## config.mk

```make
export PLATFORM = sky130hd
export DESIGN_NAME = cfs_apb_arbiter_master
export DESIGN_NICKNAME = d
export VERILOG_FILES = /design/src/rtl/cfs_apb_arbiter_master.sv
export SDC_FILE = /design/constraint.sdc
export NUM_CORES = 1
export LEC_CHECK = 0
export CELL_PAD_IN_SITES_DETAIL_PLACEMENT = 1
export CELL_PAD_IN_SITES_GLOBAL_PLACEMENT = 2
export CORE_MARGIN = 2
export CORE_UTILIZATION = 22
export DETAILED_ROUTE_END_ITERATION = 16
export HOLD_SLACK_MARGIN = 0.12
export PLACE_DENSITY = 0.88
export SYNTH_ARGS = -nofsm -noshare
export SYNTH_HDL_FRONTEND = slang
export SYNTH_SLANG_ARGS = --single-unit
```

## constraint.sdc

```tcl
create_clock -name pclk -period 3.6 [get_ports pclk]
set_input_delay 0.36 -clock pclk [delete_from_list [all_inputs] [get_ports pclk]]
set_output_delay 0.36 -clock pclk [all_outputs]
set_load 0.02 [all_outputs]
```

## src/rtl/cfs_apb_arbiter_master.sv

```systemverilog
// cfs_apb_arbiter_master
// Round-robin arbiter in front of a single APB master. One transfer is in
// flight at a time: IDLE -> SETUP -> ACCESS (wait states / timeout) -> RESP.
module cfs_apb_arbiter_master #(
    parameter int NUM_REQ    = 2,
    parameter int ADDR_WIDTH = 16,
    parameter int DATA_WIDTH = 32,
    parameter int TIMEOUT    = 16
) (
    input  logic                            pclk,
    input  logic                            reset,
    // local requesters
    input  logic [NUM_REQ-1:0]              req_valid,
    output logic [NUM_REQ-1:0]              req_ready,
    input  logic [NUM_REQ*ADDR_WIDTH-1:0]   req_addr,
    input  logic [NUM_REQ-1:0]              req_write,
    input  logic [NUM_REQ*DATA_WIDTH-1:0]   req_wdata,
    output logic [NUM_REQ-1:0]              rsp_valid,
    output logic [DATA_WIDTH-1:0]           rsp_rdata,
    output logic                            rsp_err,
    output logic                            rsp_timeout,
    output logic                            busy,
    // APB master side
    output logic [ADDR_WIDTH-1:0]           paddr,
    output logic                            pwrite,
    output logic                            psel,
    output logic                            penable,
    output logic [DATA_WIDTH-1:0]           pwdata,
    input  logic                            pready,
    input  logic [DATA_WIDTH-1:0]           prdata,
    input  logic                            pslverr
);

    localparam int IDX_W = (NUM_REQ > 1) ? $clog2(NUM_REQ) : 1;
    localparam int CNT_W = (TIMEOUT > 0) ? $clog2(TIMEOUT + 1) : 1;

    localparam logic [1:0] S_IDLE   = 2'd0;
    localparam logic [1:0] S_SETUP  = 2'd1;
    localparam logic [1:0] S_ACCESS = 2'd2;
    localparam logic [1:0] S_RESP   = 2'd3;

    logic [1:0]            r_state;
    logic [IDX_W-1:0]      r_ptr;
    logic [IDX_W-1:0]      r_id;
    logic [ADDR_WIDTH-1:0] r_addr;
    logic                  r_write;
    logic [DATA_WIDTH-1:0] r_wdata;
    logic [CNT_W-1:0]      r_cnt;
    logic [DATA_WIDTH-1:0] r_rsp_rdata;
    logic                  r_rsp_err;
    logic                  r_rsp_tmo;

    int                    w_idx;
    logic [IDX_W-1:0]      w_sel;
    logic                  w_grant_found;
    logic [IDX_W-1:0]      w_grant_idx;
    logic [IDX_W-1:0]      w_ptr_nxt;
    logic [CNT_W-1:0]      w_cnt_inc;
    logic                  w_cnt_hit;
    logic [NUM_REQ-1:0]    w_req_ready;
    logic [NUM_REQ-1:0]    w_rsp_valid;

    // Round-robin pick: scan from the highest offset down so the requester
    // closest to the pointer is the last (and winning) assignment.
    always_comb begin
        w_grant_found = 1'b0;
        w_grant_idx   = '0;
        w_idx         = 0;
        w_sel         = '0;
        for (int k = NUM_REQ - 1; k >= 0; k--) begin
            w_idx = int'(r_ptr) + k;
            if (w_idx >= NUM_REQ) begin
                w_idx = w_idx - NUM_REQ;
            end
            w_sel = IDX_W'(w_idx);
            if (req_valid[w_sel]) begin
                w_grant_found = 1'b1;
                w_grant_idx   = w_sel;
            end
        end
    end

    assign w_ptr_nxt = (w_grant_idx == IDX_W'(NUM_REQ - 1)) ? '0 : w_grant_idx + 1'b1;
    assign w_cnt_inc = r_cnt + 1'b1;
    assign w_cnt_hit = (TIMEOUT != 0) && (w_cnt_inc == CNT_W'(TIMEOUT));

    // One-hot accept in IDLE and one-hot completion pulse in RESP.
    always_comb begin
        w_req_ready = '0;
        w_rsp_valid = '0;
        if (r_state == S_IDLE && w_grant_found) begin
            w_req_ready[w_grant_idx] = 1'b1;
        end
        if (r_state == S_RESP) begin
            w_rsp_valid[r_id] = 1'b1;
        end
    end

    // Transfer sequencer: capture on accept, wait for pready or timeout,
    // latch the response, then return to IDLE.
    always_ff @(posedge pclk or posedge reset) begin
        if (reset) begin
            r_state     <= S_IDLE;
            r_ptr       <= '0;
            r_id        <= '0;
            r_addr      <= '0;
            r_write     <= 1'b0;
            r_wdata     <= '0;
            r_cnt       <= '0;
            r_rsp_rdata <= '0;
            r_rsp_err   <= 1'b0;
            r_rsp_tmo   <= 1'b0;
        end else begin
            case (r_state)
                S_IDLE: begin
                    if (w_grant_found) begin
                        r_addr  <= req_addr[w_grant_idx*ADDR_WIDTH +: ADDR_WIDTH];
                        r_wdata <= req_wdata[w_grant_idx*DATA_WIDTH +: DATA_WIDTH];
                        r_write <= req_write[w_grant_idx];
                        r_id    <= w_grant_idx;
                        r_ptr   <= w_ptr_nxt;
                        r_cnt   <= '0;
                        r_state <= S_SETUP;
                    end
                end
                S_SETUP: begin
                    r_state <= S_ACCESS;
                end
                S_ACCESS: begin
                    // pready wins over a timeout landing in the same cycle
                    if (pready) begin
                        r_rsp_rdata <= r_write ? '0 : prdata;
                        r_rsp_err   <= pslverr;
                        r_rsp_tmo   <= 1'b0;
                        r_state     <= S_RESP;
                    end else if (w_cnt_hit) begin
                        r_rsp_rdata <= '0;
                        r_rsp_err   <= 1'b1;
                        r_rsp_tmo   <= 1'b1;
                        r_state     <= S_RESP;
                    end else begin
                        r_cnt <= w_cnt_inc;
                    end
                end
                S_RESP: begin
                    r_state <= S_IDLE;
                end
                default: begin
                    r_state <= S_IDLE;
                end
            endcase
        end
    end

    // Bus phase outputs decode straight from the state register so that
    // reset removes psel/penable without waiting for a clock edge.
    assign psel        = (r_state == S_SETUP) || (r_state == S_ACCESS);
    assign penable     = (r_state == S_ACCESS);
    assign paddr       = r_addr;
    assign pwrite      = r_write;
    assign pwdata      = r_wdata;
    assign busy        = (r_state != S_IDLE);
    assign req_ready   = w_req_ready;
    assign rsp_valid   = w_rsp_valid;
    assign rsp_rdata   = r_rsp_rdata;
    assign rsp_err     = r_rsp_err;
    assign rsp_timeout = r_rsp_tmo;

endmodule
```

# Yosys cells after proc, flatten, opt, wreduce, memory -nomap -nowiden
# Index checks and enable logic that the tools add are counted.
[classes]
add_sub_neg = 5
n_lt_le_gt_ge = 8
eq_ne = 8
n_shift = 2
n_mux = 33
reduce_logical = 12
[op_table]
columns = ["cell", "count"]
rows = [
  ["2-to-1 mux 32 bit", 3],
  ["indexed part select 64 x 7 -> 32 bit", 1],
  ["indexed part select 32 x 6 -> 16 bit", 1],
  ["2-to-1 mux 1 bit", 18],
  ["2-to-1 mux 5 bit", 3],
  ["2-to-1 mux 2 bit", 5],
  ["one-hot mux 5 bit (2 select lines)", 1],
  ["less-than comparator 1 x 2 -> 1 bit, second input constant", 4],
  ["one-hot mux 2 bit (4 select lines)", 1],
  ["inequality test 2 bit, second input constant", 3],
  ["AND reduction 2 bit", 3],
  ["nonzero test 2 bit", 3],
  ["adder 5 x 1 -> 5 bit, second input constant", 1],
  ["equality test 5 bit, second input constant", 1],
  ["equality test 2 bit, second input constant", 2],
  ["AND reduction 4 bit", 1],
  ["logical AND 1 bit", 3],
  ["inequality test 3 x 1 -> 1 bit, second input constant", 1],
  ["adder 1 x 1 -> 2 bit, second input constant", 1],
  ["demux 1 bit (select 1 bit)", 2],
  ["equality test 2 x 1 -> 1 bit, second input constant", 1],
  ["greater-or-equal comparator 1 bit, second input constant", 2],
  ["greater-or-equal comparator 1 x 2 -> 1 bit, second input constant", 1],
  ["greater-or-equal comparator 2 bit, second input constant", 1],
  ["other kinds (4)", 5],
]
[word_totals]
regBits = 92
in_bits = 136
output_inout_bits = 90
word_cells = 78

# Depth between registers and ports, before layout
# Gate-level depths: netlist of the first run.
[logic_depth]
ltp_word = 12
ltp_mapped = 7
ltp_nobuf = 6

# Worst setup path before layout of the first run
# Ideal clock, no wire load.
[synth_path]
path_type = "register to register"
startpoint = "reg r_state[0]"
endpoint = "reg r_rsp_rdata[10] (netlist: rsp_rdata[10])"
setup_time_ns = 0.121
t_arrival_ns = 1.608
t_required_ns = 3.479
slack_ns = 1.871
path_stages_with_launch = 7
path_buffers = 1
period_less_slack_ns = 1.729
cell_sequence = "dfrtp_1 inv_1 ha_1 nand3_1 o21a_4 buf_8 a22o_1"
[synth_via]
elab_chain_len = 2
[synth_rtl]
columns = ["element", "line_no", "rtl"]
rows = [
  ["from (decl)", "42", "logic [1:0] r_state;"],
  ["from (signal assigned)", "103", "r_state <= S_IDLE;"],
  ["from (signal assigned)", "123", "r_state <= S_SETUP;"],
  ["from (signal assigned)", "127", "r_state <= S_ACCESS;"],
  ["equality test 2 bit", "--", ""],
  ["net penable", "27", "output logic penable,"],
  ["AND reduction 2 bit (no line)", "--", ""],
  ["to (signal assigned)", "132", "r_rsp_rdata <= r_write ? '0 : prdata;"],
  ["to (decl)", "49", "logic [DATA_WIDTH-1:0] r_rsp_rdata;"],
]
# The timed path passes the listed nets, and every way through them passes these cells.
# A chain may end at the register's enable or synchronous reset.

# Final worst setup path of the first run
[layout_path]
startpoint = "reg r_state[0]"
endpoint = "out req_ready[1]"
[layout_via]
elab_chain_len = 3
[layout_rtl]
columns = ["element", "line_no", "rtl"]
rows = [
  ["zero test 2 bit", "91", "if (r_state == S_IDLE && w_grant_found) begin"],
  ["logical AND 1 bit", "91", ""],
  ["2-to-1 mux 2 bit", "91", ""],
  ["to (decl)", "14", "output logic [NUM_REQ-1:0] req_ready,"],
]
# No other way between the ends.

==> results of run 1 <==
-- tightest hold or removal path: cells and delay by family (launching register included) --
kind	cells	cell delay, ps
buf+inv	1	50
compound gates	1	70
flops	1	340
-- final cells by class --
type | count | area (um2)
sequential | 92 | 2300
clock buffer | 9 | 225
timing repair buffer | 229 | 2280
tap | 225 | 282
inverter | 57 | 216
multi-input combinational | 141 | 1220
clock inverter | 6 | 88.8
fill | 1873 | 10600
-- routing by layer --
layer  routed length (um)  up-vias  global-route usage [%]
met1                 5420     1792                    17.1
met5                    0        -                       0
met4                  336        0                    6.25
met2                 6530      156                    23.2
met3                 1040       24                    4.06
li1                     -     1619                       -
-- cells by family after synthesis --
kind of cell	synth area share (%)
adders and majority gates	1.63
buffers and inverters	8.87
DFF	60.0
AOI/OAI and AO/OA	24.6
and+or+nand+nor	4.34
muxes	0.555
-- where the power goes --
part | switching (mW) | leakage [nW] | internal [mW]
Sequential | 0.306 | 1.16 | 1.52
Clock | 0.401 | 0.148 | 0.606
Combinational | 1.49 | 1.70 | 1.41
-- worst max path at each step --
stage / from / to / slack [ps] / cells past startpoint
after floorplan: reset / paddr[0]$_DFFE_PP0P_ / 850 / 1
after global placement: req_valid[0] / req_ready[0] / 1340 / 4
after detailed placement: req_valid[1] / req_ready[1] / 1290 / 4
after CTS: r_state[1]$_DFFE_PP0P_ / req_ready[1] / 1040 / 5
after global routing: r_state[1]$_DFFE_PP0P_ / req_ready[1] / 940 / 5
final: r_state[0]$_DFFE_PP0P_ / req_ready[1] / 1090 / 5
-- registers in the layout, summed over array words and instances, names as in the netlist --
register / cells
paddr: 16
r_state: 2
r_ptr: 1
r_id: 1
pwdata: 32
pwrite: 1
rsp_timeout: 1
rsp_rdata: 32
r_cnt: 5
rsp_err: 1
-- layout by cell type, fill, tap and decap left out, types with 2 or more instances in the layout --
cell type        instances
a21oi_4                  3
clkinvlp_4               2
a21o_1                   2
nor2_1                   8
clkbuf_16                9
clkdlybuf4s50_1        225
buf_4                    4
a222oi_1                49
nand2_1                  8
bufinv_16                2
dfrtp_1                 92
o21ai_0                  4
inv_1                   56
ha_1                     5
a22o_1                  33
o21a_1                   2
nand3_1                  2
-- metrics by stage --
stage,instance area (um2),util [%]
2_1_floorplan,3830,-
3_3_place_gp,6310,36.7
3_5_place_dp,6310,36.7
4_1_cts,6620,38.5
5_1_grt,6620,38.5
6_report,6620,38.5
-- cell usage after synthesis (2+ instances only) --
cell type / number
a21oi_1: 2
a222oi_1: 49
buf_2: 11
buf_8: 3
nor2_1: 9
clkbuf_1: 7
o21a_1: 2
nand3_1: 2
o21ai_0: 4
inv_1: 57
nand2_1: 8
dfrtp_1: 92
a22o_1: 33
ha_1: 5
a21o_1: 2
==> results by group, run 1 <==
Pwr
  • Max IR drop VDD: 0.000384 V
  • Pleak: 3.01 nW
  • Power Density: 866 mW/mm2
  • Total power: 5.73 mW

Critical path
  • Reg2Reg Capture Point: pwdata[3]$_DFFE_PP0P_
  • Slowest stage delay, CP: 620 ps
  • Worst-path cell chain: inv_1 > ha_1 > nand2_1 > a21oi_4 > clkdlybuf4s50_1
  • Top delay family on crit path: buffers and inverters
  • Worst Path Max Fanout: 7
  • CP Data Required Time: 3240 ps
  • Reg2Reg Depth: 7
  • CP max stage cell: clkdlybuf4s50_1
  • R2R setup slack: 1540 ps
  • CP Launch Type: register
  • Crit. End Element: output port
  • Reg2reg start: r_state[0]$_DFFE_PP0P_
  • Crit path buffers/inverters: 2
  • Setup CP Type: register to output port
  • WP data arrival: 2150 ps

Place
  • # placed instances: 744
  • Place WS: 1290 ps
  • Placer Congestion: 0.737
  • Estimated wirelength of the detail-placed design: 9710 um
  • PortBufs: 225

Synth
  • Synth area leaders: dfrtp_1 60%, a222oi_1 13%, a22o_1 7.5%
  • Cell variety after synth: 40
  • Post-synth net total: 452
  • EDFF count, synth: 0
  • Ys flop type: dfrtp_1
  • Synth warnings: 0
  • Leading area contributor after synthesis: dfrtp_1
  • Yosys top cell area share: 60.0%
  • Average size of a mapped cell: 12.3 um2
  • Flops & latches, synth: 92
  • Fraction of registers with async set/reset: 100%
  • Seq/Total Area, Yosys: 60.0%
  • Post-Syn Area: 0.00383 mm2
  • Cells after synthesis: 311

Worst hold path
  • Worst Hold Class: register to register
  • Min-delay src: pwdata[15]$_DFFE_PP0P_
  • Worst Hold Endpoint: pwdata[15]$_DFFE_PP0P_
  • Hold path depth: 2

Clock network
  • CTS tree: yes
  • Root Driver: clkbuf_16
  • Hold buffers post-CTS: 0
  • Post_cts resized: 0
  • TritonCTS sink count: 92
  • Num CTS Buffers: 9
  • Worst-path clk slew: 60 ps
  • Post-CTS Setup Bufs: 0
  • Worst-skew pair later-pin latency: 340 ps
  • Maximum root-to-sink buffer count: 2
  • Htree depth: 3

Route
  • DRT antenna net count: 0
  • WL/cell: 17.6 um
  • Drc violations: 0
  • DR vias: 3591
  • Routed wire length: 13300 um
  • 1st-iter DRT viols: 189
  • Drt first pass iters: 6
  • Post-DR vias/cell: 4.73

STA
  • Worst slew pin tran: 1140 ps
  • Hold WS: 496 ps
  • Fin crit share: 69.9%
  • Worst slew margin: 24.1%
  • Fmax: 398 MHz
  • Final Worst Setup Slack: 1090 ps
  • RSZ-0062 raised after global routing: false
  • Setup violators final: 0
  • Fin. Hold Viols: 0
  • Final Critical Period: 2510 ps
  • Setup_tns: 0 ps
  • Pins Over Slew Limit: 0
  • Final Skew: 5.91 ps

Finish
  • N_diodes: 0
  • Final nets: 671
  • Layout Cells excl Fill: 759
  • Layout cells sized above 1: 5.81%
  • Layout overhead on the synthesized area: 72.7%

Floorplanning
  • Die Y: 136 um
  • # IOs: 226
  • Initial Utilization: 22.3%
  • Die area: 0.0185 mm2
  • Core Box Area: 0.0172 mm2
  • Die Width: 136 um
  • Std cell rows: 48

Global routing
  • Largest net degree at the start of global routing: 93
  • First-pass GRT wire length: 20500 um
  • Total Routing Usage GR: 14.1%
  • Vias in the first global route: 3896
  • Initial antenna violation count: 0
  • Total grt overflow: 0

Outcome
  • Run status: completed

Run
  • Max cap viols: 0
No activity file was read; power rests on OpenSTA's default activity.
==> inputs of run 2 (changes only) <==
--- a/config.mk
+++ b/config.mk
@@ -8,10 +8,10 @@
 export CELL_PAD_IN_SITES_DETAIL_PLACEMENT = 1
 export CELL_PAD_IN_SITES_GLOBAL_PLACEMENT = 2
 export CORE_MARGIN = 2
-export CORE_UTILIZATION = 22
+export CORE_UTILIZATION = 20
 export DETAILED_ROUTE_END_ITERATION = 16
 export HOLD_SLACK_MARGIN = 0.12
-export PLACE_DENSITY = 0.88
+export PLACE_DENSITY = 0.85
 export SYNTH_ARGS = -nofsm -noshare
 export SYNTH_HDL_FRONTEND = slang
 export SYNTH_SLANG_ARGS = --single-unit
==> constraint.sdc (replaced) <==
create_clock -name pclk -period 2.21 [get_ports pclk]
set_input_delay 0.221 -clock pclk [delete_from_list [all_inputs] [get_ports pclk]]
set_output_delay 0.221 -clock pclk [all_outputs]
set_load 0.02 [all_outputs]
==> results by group, run 2 (synthesis gave the netlist of run 1 again) <==
Finish
  • Finished Cell Area: 0.00669 mm2
  • Layout cells sized above 1: 6.70%
  • Commonest non-fill, non-tap cells in the layout: 223 x clkdlybuf4s50_1, 92 x dfrtp_1, 56 x inv_1
  • Fillers: 2061
  • Reg area: 0.00230 mm2
  • N_diodes: 0
  • Most common cell after layout, fill and taps aside: clkdlybuf4s50_1
  • Final nets: 674
  • Multi-input gate area: 0.00124 mm2
  • Layout overhead on the synthesized area: 74.6%

Route
  • Post-DR vias/cell: 4.71
  • Drc violations: 0
  • DR vias: 3631
  • Top Layer Used: met4
  • Drt first pass iters: 13
  • Routed wire length: 14000 um
  • Met1 WL: 5540 um
  • 1st-iter DRT viols: 264
  • Met2 wire len: 7030 um
  • DRT antenna net count: 0
  • Met3 WL: 1290 um
  • WL/cell: 18.2 um

Place
  • Estimated wirelength of the detail-placed design: 10100 um
  • Placer Congestion: 0.713
  • Placed inst area: 0.00638 mm2
  • PortBufs: 225

STA
  • Worst slew margin: 61.3%
  • Pins Over Slew Limit: 0
  • RSZ-0062 raised after global routing: false
  • Fin crit share: 96.5%
  • Final Skew: 8.92 ps
  • Fmax: 469 MHz
  • Setup_tns: 0 ps
  • Worst slew pin tran: 581 ps
  • Fin. Hold Viols: 0
  • Setup violators final: 0
  • Final Critical Period: 2130 ps

Outcome
  • Run status: completed

Run
  • Max cap viols: 0

Clock network
  • Root Driver: clkbuf_16
  • Worst-path clk slew: 70 ps
  • Hold buffers post-CTS: 0
  • TritonCTS sink count: 92
  • Num CTS Buffers: 9
  • Htree depth: 3
  • Maximum root-to-sink buffer count: 2
  • CTS tree: yes
  • Post-CTS Setup Bufs: 0
  • Post_cts resized: 5
  • Worst-skew pair later-pin latency: 340 ps

Critical path
  • CP Data Required Time: 1990 ps
  • CP Launch Type: register
  • Crit. End Element: output port
  • Worst Path Max Fanout: 9
  • WP data arrival: 1910 ps
  • Setup CP Type: register to output port

Floorplanning
  • Std cell rows: 50
  • # IOs: 226
  • Die Width: 142 um
  • Die area: 0.0203 mm2
  • Initial Utilization: 20.4%
  • Die Y: 142 um
  • Core Box Area: 0.0188 mm2

Global routing
  • Largest net degree at the start of global routing: 93
  • Total grt overflow: 0
  • Initial antenna violation count: 0
  • First-pass GRT wire length: 21500 um
  • Total Routing Usage GR: 13.6%
  • Vias in the first global route: 3980

Pwr
  • Max IR drop VDD: 0.000496 V
  • Power Density: 1400 mW/mm2
  • Pleak: 3.04 nW
  • Total power: 9.36 mW

Worst hold path
  • Worst Hold Class: input port to asynchronous set/reset pin
run 2: cell count changes in the layout (fill, tap and decap cells not counted), moves of 2 or more:
cell	delta
buf_12	+3
clkdlybuf4s50_1	-2
ha_1	-2
clkbuf_8	+2
dlygate4sd2_1	+2
run 2: metal layers:
layer,vias to the layer above,track usage [%]
met5,-,0
met4,0,4.22
met3,10,4.37
met2,183,23.9
met1,1822,15.6
li1,1616,-
run 2: final timing paths:
path / startpoint / end / slack (ps) / cells past startpoint
setup / recovery: r_state[0]$_DFFE_PP0P_ / penable / 80 / 3
hold / removal: reset / rsp_rdata[3]$_DFFE_PP0P_ / 380 / 3
min in group pclk: pslverr / rsp_err$_DFFE_PP0P_ / 470 / 2
max in group asynchronous: reset / r_cnt[4]$_DFFE_PP0P_ / 1450 / 3
setup reg to reg: r_state[0]$_DFFE_PP0P_ / paddr[3]$_DFFE_PP0P_ / 240 / 7
hold reg to reg: paddr[4]$_DFFE_PP0P_ / paddr[4]$_DFFE_PP0P_ / 490 / 2
run 2: area by class of cell:
| class | count | share of cell area [%] |
|---|---|---|
| repair buffers | 232 | 35.0 |
| flip-flops and latches | 92 | 34.4 |
| multi-input cells | 141 | 18.5 |
| well taps | 234 | 4.37 |
| clock buffers | 11 | 3.78 |
| inverters | 57 | 3.25 |
| clock inverters | 4 | 0.729 |
run 2: power breakdown:
group	switching [mW]	total [mW]	internal, mW
clock network	0.648	1.58	0.931
logic	2.45	4.82	2.37
registers	0.488	2.96	2.47
total	3.59	9.36	5.77
run 2: metrics by stage:
| step | utilization (%) | cells | worst slack (ps) | hold slack, ps |
|---|---|---|---|---|
| 2_1_floorplan | - | 311 | 481 | 361 |
| 3_3_place_gp | 34.0 | 756 | 188 | 471 |
| 3_5_place_dp | 34.0 | 756 | 74.7 | 480 |
| 4_1_cts | 35.7 | 771 | 45.5 | 393 |
| 5_1_grt | 35.7 | 771 | 16.6 | 408 |
| 6_report | 35.7 | 771 | 76.4 | 384 |
run 2: worst max-delay path, stage by stage, from the launching register on:
cell	delay [ps]
dfrtp_1	410
inv_1	180
ha_2	330
clkdlybuf4s50_1	650
